$ cat src/rtl/sram_l0_loader.sv
// sram_l0_loader
// Read-side sequencer that streams num_words consecutive SRAM words into the L0 row buffer.
// A 2-stage valid pipe tracks the 1-cycle SRAM read latency and a small skid FIFO absorbs
// L0 backpressure. A new read is issued only while reads in flight plus skid occupancy
// leave room, so the FIFO can never overflow.
// Ports:
//   clk, reset           clock (rising edge), asynchronous active-high reset
//   start, base_addr,    command strobe (sampled in IDLE) with first address and word count
//   num_words
//   busy, done           busy in ISSUE/DRAIN, done is a 1-cycle pulse in DONE
//   sram_cen, sram_wen,  SRAM read port (active-low enables, registered address)
//   sram_a, sram_q
//   l0_wr, l0_din,       L0 write port; a write is accepted on an edge where l0_wr & !l0_full
//   l0_full
module sram_l0_loader #(
  parameter int unsigned ADDR_W   = 11,
  parameter int unsigned DATA_W   = 128,
  parameter int unsigned SKID_DEP = 4
) (
  input  logic              clk,
  input  logic              reset,
  input  logic              start,
  input  logic [ADDR_W-1:0] base_addr,
  input  logic [ADDR_W:0]   num_words,
  output logic              busy,
  output logic              done,
  output logic              sram_cen,
  output logic              sram_wen,
  output logic [ADDR_W-1:0] sram_a,
  input  logic [DATA_W-1:0] sram_q,
  output logic              l0_wr,
  output logic [DATA_W-1:0] l0_din,
  input  logic              l0_full
);

  localparam int unsigned PtrW = $clog2(SKID_DEP);
  localparam int unsigned CntW = PtrW + 1;

  typedef enum logic [1:0] {StIdle, StIssue, StDrain, StDone} state_e;

  state_e              state_q;
  logic [ADDR_W:0]     num_q;
  logic [ADDR_W:0]     issue_cnt_q;
  logic [ADDR_W:0]     pop_cnt_q;
  logic                rd_v1_q;   // read registered on the last edge; SRAM samples it next edge
  logic                rd_v2_q;   // sram_q valid this cycle; pushed on the coming edge
  logic [DATA_W-1:0]   skid_mem [SKID_DEP];
  logic [PtrW-1:0]     wr_ptr_q;
  logic [PtrW-1:0]     rd_ptr_q;
  logic [CntW-1:0]     skid_cnt_q;

  logic                push;
  logic                pop;
  logic                accept_go;
  logic                issue_now;
  logic                issue_d;
  logic                credit_ok;
  logic [CntW:0]       occ;

  always_comb begin
    push      = rd_v2_q;
    pop       = (skid_cnt_q != '0) && !l0_full;
    // Occupancy after this edge if no new read were issued.
    occ       = {1'b0, skid_cnt_q} + {{CntW{1'b0}}, rd_v1_q} + {{CntW{1'b0}}, rd_v2_q}
              - {{CntW{1'b0}}, pop};
    credit_ok = occ < (CntW + 1)'(SKID_DEP);
    accept_go = (state_q == StIdle) && start && (num_words != '0);
    issue_now = (state_q == StIssue) && (issue_cnt_q != num_q) && credit_ok;
    issue_d   = accept_go || issue_now;
  end

  assign busy     = (state_q == StIssue) || (state_q == StDrain);
  assign done     = (state_q == StDone);
  assign sram_wen = 1'b1;
  assign l0_wr    = (skid_cnt_q != '0);
  assign l0_din   = skid_mem[rd_ptr_q];

  // Control FSM with registered SRAM port.
  always_ff @(posedge clk or posedge reset) begin
    if (reset) begin
      state_q     <= StIdle;
      num_q       <= '0;
      issue_cnt_q <= '0;
      pop_cnt_q   <= '0;
      sram_cen    <= 1'b1;
      sram_a      <= '0;
      rd_v1_q     <= 1'b0;
      rd_v2_q     <= 1'b0;
    end else begin
      sram_cen <= !issue_d;
      rd_v1_q  <= issue_d;
      rd_v2_q  <= rd_v1_q;
      if (pop) pop_cnt_q <= pop_cnt_q + (ADDR_W + 1)'(1);
      unique case (state_q)
        StIdle: begin
          if (start) begin
            if (num_words != '0) begin
              state_q     <= StIssue;
              num_q       <= num_words;
              sram_a      <= base_addr;
              issue_cnt_q <= (ADDR_W + 1)'(1);
              pop_cnt_q   <= '0;
            end else begin
              state_q <= StDone;
            end
          end
        end
        StIssue: begin
          if (issue_now) begin
            sram_a      <= sram_a + ADDR_W'(1);
            issue_cnt_q <= issue_cnt_q + (ADDR_W + 1)'(1);
            if (issue_cnt_q + (ADDR_W + 1)'(1) == num_q) state_q <= StDrain;
          end else if (issue_cnt_q == num_q) begin
            state_q <= StDrain;
          end
        end
        StDrain: begin
          // All reads issued, so every word has been pushed and popped once the count matches.
          if (pop_cnt_q == num_q) state_q <= StDone;
        end
        StDone: state_q <= StIdle;
        default: state_q <= StIdle;
      endcase
    end
  end

  // Skid FIFO pointers and count; push and pop may coincide at any fill level.
  always_ff @(posedge clk or posedge reset) begin
    if (reset) begin
      wr_ptr_q   <= '0;
      rd_ptr_q   <= '0;
      skid_cnt_q <= '0;
    end else begin
      if (push) wr_ptr_q <= wr_ptr_q + PtrW'(1);
      if (pop)  rd_ptr_q <= rd_ptr_q + PtrW'(1);
      unique case ({push, pop})
        2'b10:   skid_cnt_q <= skid_cnt_q + CntW'(1);
        2'b01:   skid_cnt_q <= skid_cnt_q - CntW'(1);
        default: skid_cnt_q <= skid_cnt_q;
      endcase
    end
  end

  always_ff @(posedge clk) begin
    if (push) skid_mem[wr_ptr_q] <= sram_q;
  end

endmodule

$ cat config.mk
export PLATFORM = sky130hd
export DESIGN_NAME = sram_l0_loader
export DESIGN_NICKNAME = d
export VERILOG_FILES = /design/src/rtl/sram_l0_loader.sv
export SDC_FILE = /design/constraint.sdc
export NUM_CORES = 1
export LEC_CHECK = 0
export ABC_CLOCK_PERIOD_IN_PS = 5200
export BUFFER_PORTS_ARGS = -buffer_cell sky130_fd_sc_hd__buf_2
export CORE_AREA = 2 2 226 228
export DETAILED_ROUTE_END_ITERATION = 7
export DIE_AREA = 0 0 228 230
export GPL_TIMING_DRIVEN = 0
export SLEW_MARGIN = 30
export SYNTH_ARGS = -nofsm -noshare
export SYNTH_HDL_FRONTEND = slang
export SYNTH_SLANG_ARGS = --single-unit
$ cat constraint.sdc
create_clock -name clk -period 5.2 [get_ports clk]
set_input_delay 0.26 -clock clk [delete_from_list [all_inputs] [get_ports clk]]
set_output_delay 0.26 -clock clk [all_outputs]
set_load 0.02 [all_outputs]
==> results.sh, run 1 <==
export IMPL_ys_warn_count=0
export IMPL_die_w_microns=228
export IMPL_cp_arrival_ns=4.41
export IMPL_finalWeightedCongestion=0.8819
export IMPL_cp_start_kind="flip-flop"
export IMPL_fin_tns_setup_ns=0
export IMPL_antenna_found_initial=3
export IMPL_grt_pass1_wl_mm=76.54
export IMPL_drive_gt1_frac=0.3472
export IMPL_switchingPower_uw=5395
export IMPL_clkPwrFrac=0.255
export IMPL_io_pins=299
export IMPL_cts_resized_gates=0
export IMPL_post_cts_buffers=0
export IMPL_clk_latency_ns=0.61
export IMPL_synth_edf_count=512
export IMPL_worst_r2r_setup_slack_ns=1.27
export IMPL_drtIter0Drc=756
export IMPL_slew_violations=0
export IMPL_grt_pass1_vias=12890
export IMPL_nets=1785
export IMPL_postPlaceCellArea_sq_mm=0.02494
export IMPL_pwr_share_comb=0.357
export IMPL_cts_tree="yes"
export IMPL_synthCells=1088
export IMPL_drc=0
export IMPL_worst_slew_pin_slew_ns=0.9875
export IMPL_htreeDepth=2
export IMPL_synth_top_area_cell="edfxtp_1"
export IMPL_crit_slowest_cell="or4_4"
export IMPL_numCtsBuffers=56
export IMPL_clkTransAtPathRegs_ns=0.06
export IMPL_dpl_hpwl_mm=32.26
export IMPL_initial_core_util=0.4465
export IMPL_period_share=0.7551
export IMPL_final_cells=2332
export IMPL_coreArea_sq_mm=0.04986
export IMPL_dr_pass1_iters=5
export IMPL_syn_mean_instance_area_sq_um=20.46
export IMPL_syn_nets=1261
export IMPL_fin_util=0.5684
export IMPL_period_needed_ns=3.927
export IMPL_sequentialPowerShare=0.389
export IMPL_die_h_microns=230
export IMPL_grt_max_degree=40
export IMPL_rsz0062_at_grt="false"
export IMPL_status="completed"
export IMPL_placementRows=82
export IMPL_dp_cells=2073
export IMPL_clock_sinks=571
export IMPL_fmax_ghz=0.2547
export IMPL_end_kind="flip-flop"
export IMPL_synth_distinct_cells=68
export IMPL_netlist_top_cells_count="512 x edfxtp_1, 128 x mux4_2, 58 x dfrtp_1"
export IMPL_max_slew_margin_rel=0.3417
export IMPL_wl_met3_mm=2.915
export IMPL_drt_vias_per_instance=5.217
export IMPL_crit_chain="or3_1 > nor2b_1 > clkbuf_1 > ha_1 > inv_1 > ha_1 > and3_4 > or4_4 > and2_4 > o21ai_2 > clkbuf_1 > nand3_1 > o2bb2ai_1"
export IMPL_yosys_top_cells_area="edfxtp_1 69%, mux4_2 13%, dfrtp_1 6.5%"
export IMPL_yosysMostFrequentCell="edfxtp_1"
export IMPL_cap_viol_max_count=0
export IMPL_dr_total_vias=12165
export IMPL_drt_total_wl_mm=49.38
export IMPL_wl_met2_mm=24.51
export IMPL_p_leak_uw=0.01006
export IMPL_cpPeakStageDelay_ns=0.55
export IMPL_dieArea_sq_mm=0.05244
export IMPL_synth_top_area_frac=0.6905
export IMPL_hp_class="in2async"
export IMPL_gr_usage_all_layers=0.1907
export IMPL_wl_per_cell_microns=21.17
export IMPL_area_growth_pct=27.30
export IMPL_syn_area_sq_mm=0.02227
export IMPL_pwr_density_cell_mw_per_mm2=563.4
export IMPL_reg2reg_depth=13
export IMPL_setup_viol=0
export IMPL_routed_top_layer="met5"
export IMPL_cp_max_fo=10
export IMPL_overflow=0
export IMPL_worstPathRequired_ns=5.69
export IMPL_power_switching_share=0.3378
export IMPL_stdcell_area_sq_mm=0.02834
export IMPL_clock_path_buffers=3
export IMPL_multi_input_area_sq_mm=0.005101
export IMPL_critical_path_class="reg2reg"
export IMPL_fill_cells=3853
export IMPL_yosys_register_bits=571
export IMPL_p_int_uw=10570
export IMPL_io_buffer_count=297
export IMPL_ant_nets=0
export IMPL_ys_flop_type="edfxtp_1"
export IMPL_root_buffer="clkbuf_16"
export IMPL_seq_area_sq_mm=0.01685
export IMPL_clock_skew_ns=0.02110
export IMPL_hold_viol=0
export IMPL_wl_met1_mm=20.97
export IMPL_peakVddDrop_v=0.0002734
export IMPL_holdWs_ns=0.1872
export IMPL_ys_async_sr_fraction=0.1033
export IMPL_yosysSeqAreaShare=0.7569
[layout by cell type (no fill, tap or decap), drive strengths merged, types with 21 or more instances in the layout]
master	Yosys	routed
dfrtp	58	58
dlygate4sd3	0	152
nand2	26	26
xor2	24	24
clkbuf	25	104
buf	31	344
mux4	128	128
o21ai	22	22
edfxtp	512	512
inv	20	22
nor2	21	21
[metal layers]
metal,up-vias,track usage
li1,5520,-
met1,6232,0.2595
met2,337,0.3157
met3,72,0.03906
met4,4,0.05167
met5,-,0
[registers in the layout (all words and copies together) (netlist names), 2 cells and up]
signal,flops
sram_a,11
skid_mem,512
wr_ptr_q,2
skid_cnt_q,3
num_q,12
state_q,2
pop_cnt_q,12
issue_cnt_q,12
rd_ptr_q,2
[worst max-delay path, delay by kind of cell (launching register included)]
| kind | cells | cell delay, ns |
|---|---|---|
| adder cells (fa/ha/maj) | 2 | 0.61 |
| buffers and inverters | 3 | 0.71 |
| AO/OA/AOI/OAI | 2 | 0.45 |
| flip-flops | 1 | 0.40 |
| AND/OR/NAND/NOR | 6 | 1.63 |
[metrics by stage]
step | total power (uW) | setup slack (ns)
2_1_floorplan | 10080 | 1.140
3_5_place_dp | 11990 | 1.302
4_1_cts | 16190 | 1.300
6_report | 15970 | 1.273
5_1_grt | 16800 | 1.095
3_3_place_gp | 11990 | -1.503
[logic make-up (layout without fill, tap and decap cells)]
logic type / Yosys count / in the layout / synth area share
buffers and inverters: 76 / 647 / 0.01444
xor gates and xnor gates: 44 / 44 / 0.01731
AOI/OAI and AO/OA: 99 / 99 / 0.03057
and+or+nand+nor: 136 / 136 / 0.03327
other: 1 / 2 / 0.0001684
adders and majority gates: 18 / 18 / 0.01045
DFF: 571 / 571 / 0.7569
muxes: 143 / 143 / 0.1369
[what timing repair did]
item                                   in CTS  in global routing
hold buffers                              152                  0
setup endpoints to repair                   0                  0
endpoints found under the hold margin     593                  0
[power by group through the flow]
stage / sequential, uW / clock, uW / combinational [uW]
after floorplan: 6350 / 0 / 3740
after global placement: 6460 / 0 / 5530
after detailed placement: 6300 / 0 / 5690
after CTS: 6210 / 4180 / 5800
after global routing: 6280 / 4370 / 6140
final: 6200 / 4070 / 5690
[path summary, 6_finish.rpt]
kind                                            from                 endpoint
max                        skid_cnt_q[0]$_DFFE_PP0P_   sram_a[10]$_DFFE_PP0P_
min                                            reset  rd_ptr_q[0]$_DFFE_PP0N_
max reg2reg                skid_cnt_q[0]$_DFFE_PP0P_   sram_a[10]$_DFFE_PP0P_
min reg2reg                        rd_v1_q$_DFF_PP0_           push$_DFF_PP0_
max in group asynchronous                      reset       sram_cen$_DFF_PP1_
min in group clk                             l0_full   pop_cnt_q[4]$_DFF_PP0_
[cell type report]
| type | count | area share |
|---|---|---|
| Clock buffer | 78 | 0.05487 |
| Buffer | 56 | 0.008785 |
| Multi-Input combinational cell | 441 | 0.1800 |
| Tap cell | 672 | 0.02966 |
| Antenna cell | 1 | 0.00008829 |
| Sequential cell | 571 | 0.5946 |
| Inverter | 20 | 0.002737 |
| Timing Repair Buffer | 466 | 0.1184 |
| Clock inverter | 27 | 0.01095 |
(Power assumes the default switching activity.)
==> inputs of run 2 (changes only) <==
ABC_CLOCK_PERIOD_IN_PS = 4100   (was 5200)
clock period = 4.1 ns   (was 5.2 ns; I/O delays follow)
==> run 2 against run 1 <==
Clock skew about the same. Highest routed layer unchanged. Final cell count unchanged. Power rose by 27%. Maximum frequency grew 3.5%. Core utilization about the same.
==> results.sh, run 2 (same netlist as run 1, synthesis figures left out) <==
export IMPL_status="completed"
export IMPL_overflow=0
export IMPL_htreeDepth=2
export IMPL_dieArea_sq_mm=0.05244
export IMPL_fmax_ghz=0.2635
export IMPL_critical_path_class="reg2reg"
export IMPL_dr_pass1_iters=5
export IMPL_die_h_microns=230
export IMPL_cp_start_kind="flip-flop"
export IMPL_grt_pass1_vias=12890
export IMPL_wl_per_cell_microns=21.19
export IMPL_largest_reg_flops=512
export IMPL_gr_usage_all_layers=0.1907
export IMPL_dr_total_vias=12166
export IMPL_drive_gt1_frac=0.3478
export IMPL_crit_slowest_cell="or4_4"
export IMPL_io_buffer_count=297
export IMPL_cap_viol_max_count=0
export IMPL_cts_tree="yes"
export IMPL_nets=1785
export IMPL_multi_input_area_sq_mm=0.005101
export IMPL_p_leak_uw=0.01006
export IMPL_top_register="skid_mem"
export IMPL_pwr_density_cell_mw_per_mm2=714.7
export IMPL_crit_chain="or3_1 > nor2b_1 > clkbuf_1 > ha_1 > inv_1 > ha_1 > and3_4 > or4_4 > and2_4 > o21ai_2 > nand2_1 > buf_2 > a22o_1"
export IMPL_cpPeakStageDelay_ns=0.55
export IMPL_end_kind="flip-flop"
export IMPL_dpl_hpwl_mm=32.26
export IMPL_finalWeightedCongestion=0.8819
export IMPL_initial_core_util=0.4465
export IMPL_clkPwrFrac=0.255
export IMPL_power_switching_share=0.3379
export IMPL_drt_total_wl_mm=49.42
export IMPL_slew_violations=0
export IMPL_worstPathRequired_ns=4.59
export IMPL_fin_util=0.5685
export IMPL_final_cell_mix="512 x edfxtp_1, 317 x buf_2, 152 x dlygate4sd3_1"
export IMPL_clkTransAtPathRegs_ns=0.06
export IMPL_clock_path_buffers=3
export IMPL_layout_commonest_cell="edfxtp_1"
export IMPL_stdcell_area_sq_mm=0.02834
export IMPL_period_needed_ns=3.795
export IMPL_hp_class="in2async"
export IMPL_switchingPower_uw=6845
export IMPL_grt_max_degree=40
export IMPL_routed_top_layer="met5"
export IMPL_clk_latency_ns=0.61
export IMPL_period_share=0.9257
export IMPL_pwr_share_comb=0.357
export IMPL_drt_vias_per_instance=5.217
export IMPL_rsz0062_at_grt="false"
export IMPL_clock_skew_ns=0.02093
export IMPL_cp_arrival_ns=4.29
export IMPL_p_int_uw=13410
export IMPL_wl_met2_mm=24.55
export IMPL_clock_sinks=571
export IMPL_worst_slew_pin_slew_ns=0.9738
export IMPL_antenna_found_initial=3
export IMPL_crit_path_frequent_cell="ha_1"
export IMPL_io_pins=299
export IMPL_fill_cells=3853
export IMPL_fin_tns_setup_ns=0
export IMPL_die_w_microns=228
export IMPL_drtIter0Drc=757
export IMPL_coreArea_sq_mm=0.04986
export IMPL_max_slew_margin_rel=0.3508
export IMPL_seq_area_sq_mm=0.01685
export IMPL_reg2reg_depth=13
export IMPL_wl_met1_mm=21.06
export IMPL_hold_viol=0
export IMPL_ant_nets=0
export IMPL_root_buffer="clkbuf_16"
export IMPL_cp_max_fo=10
export IMPL_placementRows=82
export IMPL_area_growth_pct=27.31
export IMPL_peakVddDrop_v=0.0003504
export IMPL_drc=0
export IMPL_setup_viol=0
export IMPL_grt_pass1_wl_mm=76.54
export IMPL_numCtsBuffers=56
export IMPL_wl_met3_mm=2.843
export IMPL_holdWs_ns=0.1323
export IMPL_sequentialPowerShare=0.388
export IMPL_postPlaceCellArea_sq_mm=0.02494
-- run 2: cell counts in the layout (fill, tap and decap cells not counted) --
No cell type changed its count.
-- run 2: final cells by class --
cell class	instances	share of cell area
timing repair buffer	466	0.1183
multi-input combinational	441	0.1800
tap	672	0.02966
sequential	571	0.5946
clock buffer	78	0.05487
buffer	56	0.008828
inverter	20	0.002737
clock inverter	27	0.01095
antenna	1	0.00008828
-- run 2: repair_timing --
action                                  4_1_cts  5_1_grt
endpoints found under the setup margin        0        2
hold endpoints to repair                    593        0
setup buffers                                 0        0
hold buffers                                152        0
gates resized for setup                       0        2
-- run 2: per-layer routing --
| metal | track usage | vias up |
|---|---|---|
| li1 | - | 5521 |
| met3 | 0.03906 | 72 |
| met2 | 0.3157 | 333 |
| met4 | 0.05167 | 4 |
| met5 | 0 | - |
| met1 | 0.2595 | 6236 |
-- run 2: worst max-delay path, delay by kind of cell, from the launching register on --
kind	cells	cell delay, ns
adders and majority gates	2	0.61
buffers and inverters	3	0.51
DFF	1	0.40
and+or+nand+nor	6	1.60
AOI/OAI and AO/OA	2	0.55
-- run 2: final timing paths --
| path | start | to | slack, ns |
|---|---|---|---|
| worst max register to register | skid_cnt_q[0]$_DFFE_PP0P_ | issue_cnt_q[6]$_DFFE_PP0P_ | 0.30 |
| worst min register to register | rd_v1_q$_DFF_PP0_ | push$_DFF_PP0_ | 0.40 |
| min in group clk | l0_full | pop_cnt_q[4]$_DFF_PP0_ | 0.16 |
| max in group asynchronous | reset | sram_cen$_DFF_PP1_ | 3.40 |
| worst min-delay path | reset | rd_ptr_q[0]$_DFFE_PP0N_ | 0.13 |
| worst max-delay path | skid_cnt_q[0]$_DFFE_PP0P_ | issue_cnt_q[6]$_DFFE_PP0P_ | 0.30 |
-- run 2: metrics by stage --
| stage | instances | power [uW] | setup slack, ns |
|---|---|---|---|
| floorplan | 1088 | 12790 | 0.03956 |
| global placement | 2057 | 15210 | -2.603 |
| detailed placement | 2073 | 15210 | 0.2023 |
| CTS | 2330 | 20530 | 0.1996 |
| global route | 2332 | 21300 | 0.08507 |
| finish | 2332 | 20260 | 0.3047 |
-- run 2: power groups by stage --
stage / Sequential [uW] / Clock (uW) / Combinational (uW)
after floorplan: 8050 / 0 / 4740
after detailed placement: 7990 / 0 / 7210
final: 7870 / 5160 / 7220
after global placement: 8190 / 0 / 7020
after global routing: 7970 / 5540 / 7790
after CTS: 7870 / 5300 / 7360
==> inputs of run 3 (changes only) <==
ABC_AREA = 0   (was not set)
GPL_TIMING_DRIVEN = 1   (was 0)
==> run 3 against run 2 <==
First-iteration DRC count fell by 2.0%. Worst setup slack improved by 0.23 ns. Maximum frequency is 6.5% higher. Routed wire length is 1.5% lower. Sequential share of layout area grew 0.97 points. Combinational power fell by 6.5%. Critical path depth shrank 2. Clock-buffer cell count decreased by 6. Core utilization down 0.88 points. Power decreased by 2.5%. Non-clock buffer count is 51 lower. Die area stayed put.
==> results.sh, run 3 (same netlist as run 1, synthesis figures left out) <==
export IMPL_p_leak_uw=0.009835
export IMPL_crit_slowest_cell="nor2b_1"
export IMPL_crit_chain="or3_1 > nor2b_1 > ha_1 > inv_1 > ha_1 > and3_4 > or4_4 > and2_4 > o21a_1 > o41a_1 > o2bb2ai_2"
export IMPL_dr_total_vias=12027
export IMPL_dr_pass1_iters=5
export IMPL_ant_nets=0
export IMPL_path_delay_family="simple AND/OR/NAND/NOR gates"
export IMPL_numCtsBuffers=57
export IMPL_path_buf_inv=1
export IMPL_antenna_found_initial=1
export IMPL_die_w_microns=228
export IMPL_largest_reg_flops=512
export IMPL_cp_start_kind="flip-flop"
export IMPL_nets=1735
export IMPL_wl_per_cell_microns=21.37
export IMPL_setup_viol=0
export IMPL_cap_viol_max_count=0
export IMPL_area_growth_pct=25.33
export IMPL_die_h_microns=230
export IMPL_dp_slack_ns=0.5342
export IMPL_clkTransAtPathRegs_ns=0.06
export IMPL_peakVddDrop_v=0.0004606
export IMPL_slew_violations=0
export IMPL_cpPeakStageDelay_ns=0.55
export IMPL_fill_cells=3932
export IMPL_fmax_ghz=0.2807
export IMPL_drtIter0Drc=742
export IMPL_period_needed_ns=3.562
export IMPL_period_share=0.8689
export IMPL_holdWs_ns=0.04100
export IMPL_root_buffer="clkbuf_16"
export IMPL_grt_pass1_vias=13011
export IMPL_max_slew_margin_rel=0.4946
export IMPL_rsz0062_at_grt="false"
export IMPL_coreArea_sq_mm=0.04986
export IMPL_end_kind="flip-flop"
export IMPL_fin_util=0.5596
export IMPL_overflow=0
export IMPL_io_buffer_count=297
export IMPL_cp_arrival_ns=4.08
export IMPL_placementRows=82
export IMPL_worst_slew_pin_slew_ns=0.7582
export IMPL_hp_class="in2reg"
export IMPL_io_pins=299
export IMPL_top_register="skid_mem"
export IMPL_grt_pass1_wl_mm=75.89
export IMPL_crit_path_frequent_cell="ha_1"
export IMPL_status="completed"
export IMPL_fin_tns_setup_ns=0
export IMPL_drt_vias_per_instance=5.280
export IMPL_gr_usage_all_layers=0.1881
export IMPL_drt_total_wl_mm=48.68
export IMPL_critical_path_class="reg2reg"
export IMPL_pwr_density_cell_mw_per_mm2=707.9
export IMPL_final_cell_mix="512 x edfxtp_1, 297 x buf_2, 152 x dlygate4sd3_1"
export IMPL_htreeDepth=2
export IMPL_worst_slack_ns=0.5377
export IMPL_dpl_hpwl_mm=29.72
export IMPL_initial_core_util=0.4465
export IMPL_clock_path_buffers=3
export IMPL_clock_sinks=571
export IMPL_dieArea_sq_mm=0.05244
export IMPL_hold_viol=0
export IMPL_worstPathRequired_ns=4.62
export IMPL_cts_tree="yes"
export IMPL_clk_latency_ns=0.60
export IMPL_cp_max_fo=10
export IMPL_finalWeightedCongestion=0.8604
export IMPL_drive_gt1_frac=0.3437
export IMPL_layout_commonest_cell="edfxtp_1"
export IMPL_drc=0
export IMPL_grt_max_degree=80
export IMPL_clock_skew_ns=0.01072
==> run 3: changes by cell type in the layout (fill, tap and decap cells not counted), sizes merged <==
cell      change
clkbuf       -32
buf          -25
clkinv        +5
bufinv        -3
diode         +2
inv           -2
clkinvlp      +1
==> run 3: stage by stage <==
stage	std cells	cell area (sq um)	power (uW)
2_1_floorplan	1088	22270	12790
6_report	2278	27900	19750
3_5_place_dp	2022	24630	15030
3_3_place_gp	2022	24630	14980
5_1_grt	2275	27900	20740
4_1_cts	2274	27880	20050
==> run 3: where the power goes <==
part / switching [uW] / total (uW) / internal (uW)
Combinational: 3930 / 6750 / 2820
Clock: 2080 / 4840 / 2760
Sequential: 686 / 8160 / 7470
==> run 3: final timing paths <==
check	startpoint	endpoint	slack [ns]	depth (start not counted)
worst max register to register	skid_cnt_q[0]$_DFFE_PP0P_	issue_cnt_q[7]$_DFFE_PP0P_	0.54	11
max in group asynchronous	reset	rd_ptr_q[1]$_DFFE_PP0N_	2.99	4
worst min-delay path	l0_full	rd_ptr_q[0]$_DFFE_PP0N_	0.04	3
worst max-delay path	skid_cnt_q[0]$_DFFE_PP0P_	issue_cnt_q[7]$_DFFE_PP0P_	0.54	11
min in group asynchronous	reset	pop_cnt_q[9]$_DFF_PP0_	0.18	3
worst min register to register	rd_v1_q$_DFF_PP0_	push$_DFF_PP0_	0.39	0
==> run 3: worst min-delay path: stages <==
cell     delay, ns
buf_2         0.08
nor2b_1       0.13
xor2_1        0.16
==> run 3: cell type report <==
class | count | area, sq um | share of cell area
clock buffers | 72 | 1504 | 0.05390
well taps | 672 | 840.8 | 0.03013
multi-input cells | 441 | 5101 | 0.1828
diodes | 3 | 7.507 | 0.0002690
flip-flops and latches | 571 | 16860 | 0.6042
inverters | 20 | 75.07 | 0.002690
clock inverters | 28 | 217.7 | 0.007802
repair buffers | 471 | 3298 | 0.1182
==> run 3: timing repair <==
item                                   4_1_cts  5_1_grt
buffers inserted                             0        0
resized for setup                            0        0
endpoints found under the hold margin      552        0
hold buffers                               152        0
==> run 3: layer usage <==
layer,track usage,vias up,part of all wire
met4,0.05004,0,0.020
met1,0.2407,6204,0.42
met3,0.04353,71,0.057
met2,0.3251,331,0.50
li1,-,5421,-
met5,0,-,0
